==> src/rtl/vga_timing_pkg.sv <==
// rtl/vga_timing_pkg.sv - 640x480@60 raster constants and widths shared by the VGA timing generator
package vga_timing_pkg;

  localparam int COORD_W = 10;
  localparam int FRAME_W = 8;

  localparam int H_ACTIVE = 640;
  localparam int H_FRONT  = 16;
  localparam int H_SYNC   = 96;
  localparam int H_BACK   = 48;
  localparam int H_TOTAL  = H_ACTIVE + H_FRONT + H_SYNC + H_BACK;

  localparam int V_ACTIVE = 480;
  localparam int V_FRONT  = 10;
  localparam int V_SYNC   = 2;
  localparam int V_BACK   = 33;
  localparam int V_TOTAL  = V_ACTIVE + V_FRONT + V_SYNC + V_BACK;

endpackage

==> src/rtl/vga_axis_counter.sv <==
// rtl/vga_axis_counter.sv - one raster axis: wrapping counter with registered sync and active decode
module vga_axis_counter
  import vga_timing_pkg::*;
#(
  parameter int ACTIVE = 640,
  parameter int FRONT  = 16,
  parameter int SYNC   = 96,
  parameter int BACK   = 48
) (
  input  logic               clk,
  input  logic               reset,
  input  logic               enable,
  input  logic               wrap_in,
  output logic [COORD_W-1:0] count,
  output logic [COORD_W-1:0] count_next,
  output logic               sync_n,
  output logic               active,
  output logic               wrap_out
);

  localparam int TOTAL = ACTIVE + FRONT + SYNC + BACK;
  localparam logic [COORD_W-1:0] LAST       = COORD_W'(TOTAL - 1);
  localparam logic [COORD_W-1:0] ACT_END    = COORD_W'(ACTIVE);
  localparam logic [COORD_W-1:0] SYNC_START = COORD_W'(ACTIVE + FRONT);
  localparam logic [COORD_W-1:0] SYNC_END   = COORD_W'(ACTIVE + FRONT + SYNC);

  logic at_last;

  assign at_last  = (count == LAST);
  assign wrap_out = enable & wrap_in & at_last;

  always_comb begin
    count_next = count;
    if (enable) begin
      count_next = at_last ? '0 : count + COORD_W'(1);
    end
  end

  // Decode the value being loaded so flags line up with the count they describe
  always_ff @(posedge clk or posedge reset) begin
    if (reset) begin
      count  <= '0;
      sync_n <= 1'b1;
      active <= 1'b1;
    end else begin
      count  <= count_next;
      sync_n <= !((count_next >= SYNC_START) && (count_next < SYNC_END));
      active <= (count_next < ACT_END);
    end
  end

endmodule

==> src/rtl/vga_timing_gen.sv <==
// rtl/vga_timing_gen.sv - VGA raster timing generator; VGA_TIMING_TICK_EN enables line/frame ticks and frame_count
module vga_timing_gen
  import vga_timing_pkg::COORD_W, vga_timing_pkg::FRAME_W;
#(
  parameter int H_ACTIVE = vga_timing_pkg::H_ACTIVE,
  parameter int H_FRONT  = vga_timing_pkg::H_FRONT,
  parameter int H_SYNC   = vga_timing_pkg::H_SYNC,
  parameter int H_BACK   = vga_timing_pkg::H_BACK,
  parameter int V_ACTIVE = vga_timing_pkg::V_ACTIVE,
  parameter int V_FRONT  = vga_timing_pkg::V_FRONT,
  parameter int V_SYNC   = vga_timing_pkg::V_SYNC,
  parameter int V_BACK   = vga_timing_pkg::V_BACK
) (
  input  logic               clk,
  input  logic               reset,
  output logic [COORD_W-1:0] hpos,
  output logic [COORD_W-1:0] vpos,
  output logic               hsync,
  output logic               vsync,
  output logic               display_on,
  output logic               line_tick,
  output logic               frame_tick,
  output logic [FRAME_W-1:0] frame_count
);

  logic h_wrap;
  logic h_active;
  logic v_active;
`ifdef VGA_TIMING_TICK_EN
  logic frame_wrap;
`endif

  vga_axis_counter #(
    .ACTIVE(H_ACTIVE), .FRONT(H_FRONT), .SYNC(H_SYNC), .BACK(H_BACK)
  ) u_h (
    .clk        (clk),
    .reset      (reset),
    .enable     (1'b1),
    .wrap_in    (1'b1),
    .count      (hpos),
    .count_next (),
    .sync_n     (hsync),
    .active     (h_active),
    .wrap_out   (h_wrap)
  );

  vga_axis_counter #(
    .ACTIVE(V_ACTIVE), .FRONT(V_FRONT), .SYNC(V_SYNC), .BACK(V_BACK)
  ) u_v (
    .clk        (clk),
    .reset      (reset),
    .enable     (h_wrap),
    .wrap_in    (h_wrap),
    .count      (vpos),
    .count_next (),
    .sync_n     (vsync),
    .active     (v_active),
`ifdef VGA_TIMING_TICK_EN
    .wrap_out   (frame_wrap)
`else
    .wrap_out   ()
`endif
  );

  assign display_on = h_active & v_active;

`ifdef VGA_TIMING_TICK_EN
  // Ticks are registered from the wrap decode so they coincide with the (0,*) count
  always_ff @(posedge clk or posedge reset) begin
    if (reset) begin
      line_tick   <= 1'b0;
      frame_tick  <= 1'b0;
      frame_count <= '0;
    end else begin
      line_tick  <= h_wrap;
      frame_tick <= frame_wrap;
      if (frame_wrap) begin
        frame_count <= frame_count + FRAME_W'(1);
      end
    end
  end
`else
  assign line_tick   = 1'b0;
  assign frame_tick  = 1'b0;
  assign frame_count = '0;
`endif

endmodule

==> config.mk <==
export PLATFORM = sky130hd
export DESIGN_NAME = vga_timing_gen
export DESIGN_NICKNAME = d
export VERILOG_FILES = /design/src/rtl/vga_timing_pkg.sv /design/src/rtl/vga_axis_counter.sv /design/src/rtl/vga_timing_gen.sv
export SDC_FILE = /design/constraint.sdc
export NUM_CORES = 1
export LEC_CHECK = 0
export CAP_MARGIN = 10
export CORE_MARGIN = 1.5
export CORE_UTILIZATION = 44
export CTS_CLUSTER_DIAMETER = 50
export CTS_CLUSTER_SIZE = 28
export DETAILED_ROUTE_END_ITERATION = 6
export GPL_TIMING_DRIVEN = 0
export PLACE_DENSITY = 0.75
export SLEW_MARGIN = 10
export SYNTH_ARGS = -nofsm -noshare
export SYNTH_HDL_FRONTEND = slang
export SYNTH_SLANG_ARGS = --single-unit
==> constraint.sdc <==
create_clock -name clk -period 2.4 [get_ports clk]
set_clock_uncertainty 0.2 [all_clocks]
set_input_delay 0.36 -clock clk [delete_from_list [all_inputs] [get_ports clk]]
set_output_delay 0.36 -clock clk [all_outputs]
set_load 0.1 [all_outputs]
==> out/qor.csv, run 1 <==
metric,value,unit
CTS Buf Count,3,
switching share of total power,28.4,%
PortBufs,24,
largest net degree at the start of global routing,25,
Yosys cell types,45,
PnR worst setup slack,-0.0600,ns
Post-CTS Hold Buffers,0,
cell count after synthesis,143,
slowest CP cell,or4b_1,
CTS tree,yes,
Seq pwr share,60.1,%
I/O pin cnt,35,
first-pass GRT wire length,5.07,mm
worst stage delay on the critical path,0.50,ns
outcome,finished with violations,
crit-path max FO,5,
CP Cell Sequence,ha_4 > and4_1 > buf_6 > and3_4 > buf_6 > o21ai_2 > a32o_2 > nand3b_1 > or4b_1,
initial antenna violation count,0,
async set-reset flop share out of synthesis,100,%
Worst setup SP type,flip-flop,
WS Path Type,flip-flop to flip-flop,
Most Frequent Cell on Critical Path,buf_6,
Hold Crit Class,flip-flop to flip-flop,
RSZ-0062 raised after global routing,yes,
#FFs+latches synth,24,
mux cell area share after synthesis,0,%
Leakage,0.881,nW
largest family of logic cells by synthesized area,simple AND/OR/NAND/NOR gates,
fraction of layout cells with a size suffix above 1,34.7,%
initial core utilization,47.0,%
Worst-Margin Slew,0.968,ns
Synth Area in XOR/XNOR,7.71,%
filler instances,284,
row count,20,
vias in the first global route,1101,
fmax,407,MHz
Int Pwr,0.482,mW
Comb pwr share,13.4,%
"Area growth, synth to finish",32.9,%
full die area,0.00364,mm²
"Reg clk slew, reported paths",0.12,ns
Fin Setup TNS,-0.0600,ns
GR Overflow Total,0,
power density over the cells,350,mW/mm²
Total GRT Usage,18.5,%
gp weighted congestion,0.863,
required time worst endpoint,2.44,ns
layout net count,196,
worst ir drop on vdd,0.000224,V
later-pin clock latency in the skew report,0.31,ns
Via density,5.25,
pre-CTS setup slack,-0.112,ns
Synth Area in Adders,2.60,%
final setup vio count,1,
Routed WL per cell,13.1,µm
post-DP HPWL,2.13,mm
minimum clock period,2.46,ns
"Hold Vio Cnt, Final",0,
Syn Std Cell Area,0.00145,mm²
Psw,0.191,mW
post-synthesis simple-gate area fraction,27.2,%
Post-DRT Antenna Nets,0,
core area,0.00308,mm²
top_reg_cell synth,dfrtp_1,
diode count,0,
sequential fraction of the synthesis area,41.9,%
Synth warnings,0,
Crit. End Element,flip-flop,
Final Cycle Share,102,%
drt drc,0,
final WL,3.07,mm
final slew viol count,0,
mean post-synth cell area,10.1,µm²
clock sink total,24,
WP data arrival,2.50,ns
"EDFF count, synth",0,
H-tree level count,1,
worst rel slew slack,35.7,%
Die Ht,60.3,µm
root buffer cell,clkbuf_4,
TritonRoute pass-1 iters,4,
total of max-cap violations,0,
Vias,1229,
failing checks,setup timing,
Synth Area in Compound Gates,11.8,%
Die W,60.3,µm
part of the power in the clock network,26.5,%
Iteration-0 DRC Markers,45,
clock tree buffer depth,2,
## power groups by stage
stage / registers, mW / logic (mW) / clock network, mW
after floorplan: 0.412 / 0.0863 / 0
after global placement: 0.412 / 0.0898 / 0
after detailed placement: 0.412 / 0.0904 / 0
after CTS: 0.405 / 0.0905 / 0.190
after global routing: 0.405 / 0.0941 / 0.202
final: 0.404 / 0.0901 / 0.178
## final cells by class
cell class | instances | area, µm² | share of cell area [%]
clock buffer | 4 | 26.3 | 1.37
sequential | 24 | 634 | 33.0
inverter | 4 | 15.0 | 0.782
tap | 44 | 55.1 | 2.87
timing repair buffer | 34 | 290 | 15.1
buffer | 14 | 113 | 5.86
multi-input combinational | 110 | 787 | 41.0
## Yosys cell counts, types with 4 or more instances
cell,count,area share [%]
dfrtp_1,20,35
buf_4,11,5.7
nand2_1,11,2.9
nand3_1,9,3.1
nor2_1,9,2.3
o21ai_0,9,3.1
nand4_1,6,2.6
xor2_1,5,3.0
dfstp_2,4,7.3
inv_1,4,1.0
xnor2_1,4,2.4
## placed cells by master, fill, tap and decap left out, types with 4 or more instances in the layout
cell / netlist / routed
nand2_1: 11 / 11
dfrtp_2: 0 / 17
inv_1: 4 / 4
o21ai_0: 9 / 7
buf_4: 11 / 19
buf_6: 2 / 4
nand3_1: 9 / 8
nand4_1: 6 / 6
dfstp_2: 4 / 4
conb_1: 1 / 10
nor2_1: 9 / 8
xor2_1: 5 / 5
xnor2_1: 4 / 4
dlygate4sd2_1: 0 / 23
## through the flow
| stage | instance area [µm²] | utilization, % | power, mW | instances | hold WS, ns |
|---|---|---|---|---|---|
| global placement | 1820 | 59.1 | 0.502 | 220 | 0.282 |
| CTS | 1890 | 61.4 | 0.686 | 231 | 0.322 |
| global route | 1920 | 62.4 | 0.701 | 234 | 0.353 |
| finish | 1920 | 62.4 | 0.673 | 234 | 0.323 |
| floorplan | 1520 | - | 0.498 | 152 | 0.171 |
| detailed placement | 1820 | 59.1 | 0.502 | 220 | 0.303 |
## what timing repair did
item                       CTS  global route
buffers inserted             7             3
cloned                       0             0
setup endpoints to repair   25             2
pin swaps                    2             4
resized for setup           28             4
## flip-flops by register name (all words and copies together) (netlist names)
signal	cells
u_v.active	1
u_v.count	10
u_v.sync_n	1
u_h.active	1
u_h.sync_n	1
u_h.count	10
## worst max-delay path: cells and delay by family (launching register included)
family | cells | cell delay (ns)
simple gates | 4 | 1.07
flops | 1 | 0.46
compound gates | 2 | 0.30
buf+inv | 2 | 0.23
fa+ha+maj | 1 | 0.13
## per-layer routing
metal / vias up / wire length [µm] / global-route usage (%)
li1: 592 / - / -
met1: 602 / 1320 / 24.1
met2: 31 / 1590 / 31.2
met3: 4 / 118 / 2.60
met4: 0 / 36 / 6.98
met5: - / 0 / 0
## worst paths after layout
path	startpoint	to	slack (ns)	cells past startpoint
setup / recovery	u_h.count[0]$_DFF_PP0_	u_v.sync_n$_DFF_PP1_	-0.06	9
hold / removal	u_h.count[9]$_DFF_PP0_	u_h.active$_DFF_PP1_	0.32	1
min in group asynchronous	reset	u_h.count[1]$_DFF_PP0_	0.33	2
setup reg to reg	u_h.count[0]$_DFF_PP0_	u_v.sync_n$_DFF_PP1_	-0.06	9
hold reg to reg	u_h.count[9]$_DFF_PP0_	u_h.active$_DFF_PP1_	0.32	1
max in group asynchronous	reset	u_h.count[0]$_DFF_PP0_	1.04	2
## kinds of logic after synthesis
family          after synthesis
simple gates                 60
compound gates               26
flops                        24
buf+inv                      18
xor+xnor                     11
fa+ha+maj                     3
other cells                   1
Power figures use the tool's default switching activity.
==> run 2, diff against run 1 <==
CORE_MARGIN = 1   (was 1.5)
==> run 2 against run 1 <==
  * The flow now finishes without violations
  * Clock power hardly changed
  * Register-to-register slack better by 0.09 ns
  * Cell count is 2.1% lower
  * Critical path depth is 3 lower
  * Largest power group unchanged
==> out/qor.csv, run 2 (same netlist as run 1, synthesis figures left out) <==
metric,value,unit,change
Crit. End Element,flip-flop,,unchanged
Die Ht,59.3,µm,was 60.3 µm
Routed WL per cell,14.3,µm,was 13.1 µm
layout net count,191,,was 196
drt drc,0,,unchanged
Post-DRT Antenna Nets,0,,unchanged
"commonest non-fill, non-tap cell in the layout",dlygate4sd2_1,,unchanged
initial core utilization,47.0,%,unchanged
Worst-Margin Slew,0.967,ns,was 0.968 ns
GR Overflow Total,0,,unchanged
final slew viol count,0,,unchanged
full die area,0.00352,mm²,was 0.00364 mm²
CTS Buf Count,3,,unchanged
I/O pin cnt,35,,unchanged
Worst setup SP type,flip-flop,,unchanged
H-tree level count,1,,unchanged
total of max-cap violations,0,,unchanged
WP data arrival,2.41,ns,was 2.50 ns
WS Path Type,flip-flop to flip-flop,,unchanged
CTS tree,yes,,unchanged
initial antenna violation count,0,,unchanged
Leakage,0.864,nW,was 0.881 nW
power density over the cells,354,mW/mm²,was 350 mW/mm²
final hold slack,0.309,ns,was 0.323 ns
minimum clock period,2.37,ns,was 2.46 ns
fmax,422,MHz,was 407 MHz
"commonest non-fill, non-tap cells in the layout","22 x dlygate4sd2_1, 17 x buf_4, 17 x dfrtp_2, 11 x nand2_1, 10 x conb_1",,"was 23 x dlygate4sd2_1, 19 x buf_4, 17 x dfrtp_2, 11 x nand2_1, 10 x conb_1"
first-pass GRT wire length,5.48,mm,was 5.07 mm
"Reg clk slew, reported paths",0.13,ns,was 0.12 ns
TritonRoute pass-1 iters,6,,was 4
gp weighted congestion,0.825,,was 0.863
PortBufs,24,,unchanged
Largest regs,"u_h.count (10), u_v.count (10)",,unchanged
largest net degree at the start of global routing,25,,unchanged
Hold Crit Class,flip-flop to flip-flop,,unchanged
Final Cycle Share,98.7,%,was 102%
post-DP HPWL,2.26,mm,was 2.13 mm
root buffer cell,clkbuf_4,,unchanged
outcome,finished clean,,was finished with violations
worst ir drop on vdd,0.000212,V,was 0.000224 V
post-layout util,61.7,%,was 62.4%
filler instances,286,,was 284
final WL,3.28,mm,was 3.07 mm
"Area growth, synth to finish",31.4,%,was 32.9%
worst rel slew slack,35.8,%,was 35.7%
RSZ-0062 raised after global routing,yes,,unchanged
worst r2r path cells,6,,was 9
vias in the first global route,1234,,"was 1,101"
required time worst endpoint,2.44,ns,about the same
Iteration-0 DRC Markers,69,,was 45
crit-path max FO,8,,was 5
final setup vio count,0,,was 1
hold depth,1,,unchanged
Total GRT Usage,20.6,%,was 18.5%
core area,0.00308,mm²,unchanged
Via density,5.45,,was 5.25
diode count,0,,unchanged
later-pin clock latency in the skew report,0.31,ns,about the same
Post-CTS Hold Buffers,0,,unchanged
row count,20,,unchanged
clock sink total,24,,unchanged
"Hold Vio Cnt, Final",0,,unchanged
fraction of layout cells with a size suffix above 1,34.1,%,was 34.7%
Die W,59.3,µm,was 60.3 µm
clock tree buffer depth,2,,unchanged
Vias,1248,,"was 1,229"
[run 2: per-layer routing]
layer	GRT usage, %	routed length, µm	up-vias
met4	9.52	35	0
met1	23.3	1320	604
met2	37.6	1750	52
met3	3.28	178	6
li1	-	-	586
met5	0	0	-
[run 2: where the power goes]
group | switching [mW] | internal, mW | leakage (nW) | total, mW
Combinational | 0.0776 | 0.0126 | 0.569 | 0.0903
Clock | 0.113 | 0.0648 | 0.0150 | 0.178
Sequential | 0 | 0.404 | 0.280 | 0.404
[run 2: what timing repair did]
action | in CTS | in global routing
buffers inserted | 7 | 0
pin swaps | 3 | 2
endpoints found under the setup margin | 25 | 3
resized for setup | 30 | 6
[run 2: worst max-delay path: stages (launching register included)]
cell     delay (ns)
dfrtp_2        0.49
and3b_4        0.38
nand4_4        0.17
o31ai_2        0.27
o211a_1        0.22
nand3_2        0.09
or4b_4         0.49
[run 2: final timing paths]
kind | start | to | slack, ns
max in group asynchronous | reset | u_h.count[1]$_DFF_PP0_ | 1.03
min in group asynchronous | reset | u_h.count[2]$_DFF_PP0_ | 0.33
setup reg to reg | u_h.count[7]$_DFF_PP0_ | u_v.sync_n$_DFF_PP1_ | 0.03
hold / removal | u_h.count[9]$_DFF_PP0_ | u_h.active$_DFF_PP1_ | 0.31
setup / recovery | u_h.count[7]$_DFF_PP0_ | u_v.sync_n$_DFF_PP1_ | 0.03
hold reg to reg | u_h.count[9]$_DFF_PP0_ | u_h.active$_DFF_PP1_ | 0.31
[run 2: cell type report]
| class | instances | area [µm²] | area share, % |
|---|---|---|---|
| multi-input combinational | 110 | 802 | 42.2 |
| sequential | 24 | 634 | 33.4 |
| timing repair buffer | 31 | 265 | 14.0 |
| buffer | 12 | 101 | 5.34 |
| tap | 44 | 55.1 | 2.90 |
| clock buffer | 4 | 26.3 | 1.38 |
| inverter | 4 | 15.0 | 0.791 |
[run 2: per-stage QoR]
step	setup WS, ns	cell area [µm²]	total power, mW	cells	TNS (ns)
global route	-0.0303	1900	0.701	229	-0.0303
CTS	-0.0617	1900	0.684	231	-0.0617
global placement	-0.0907	1820	0.502	220	-0.141
floorplan	-0.151	1520	0.498	152	-0.275
detailed placement	-0.126	1820	0.502	220	-0.178
finish	0.0321	1900	0.673	229	0
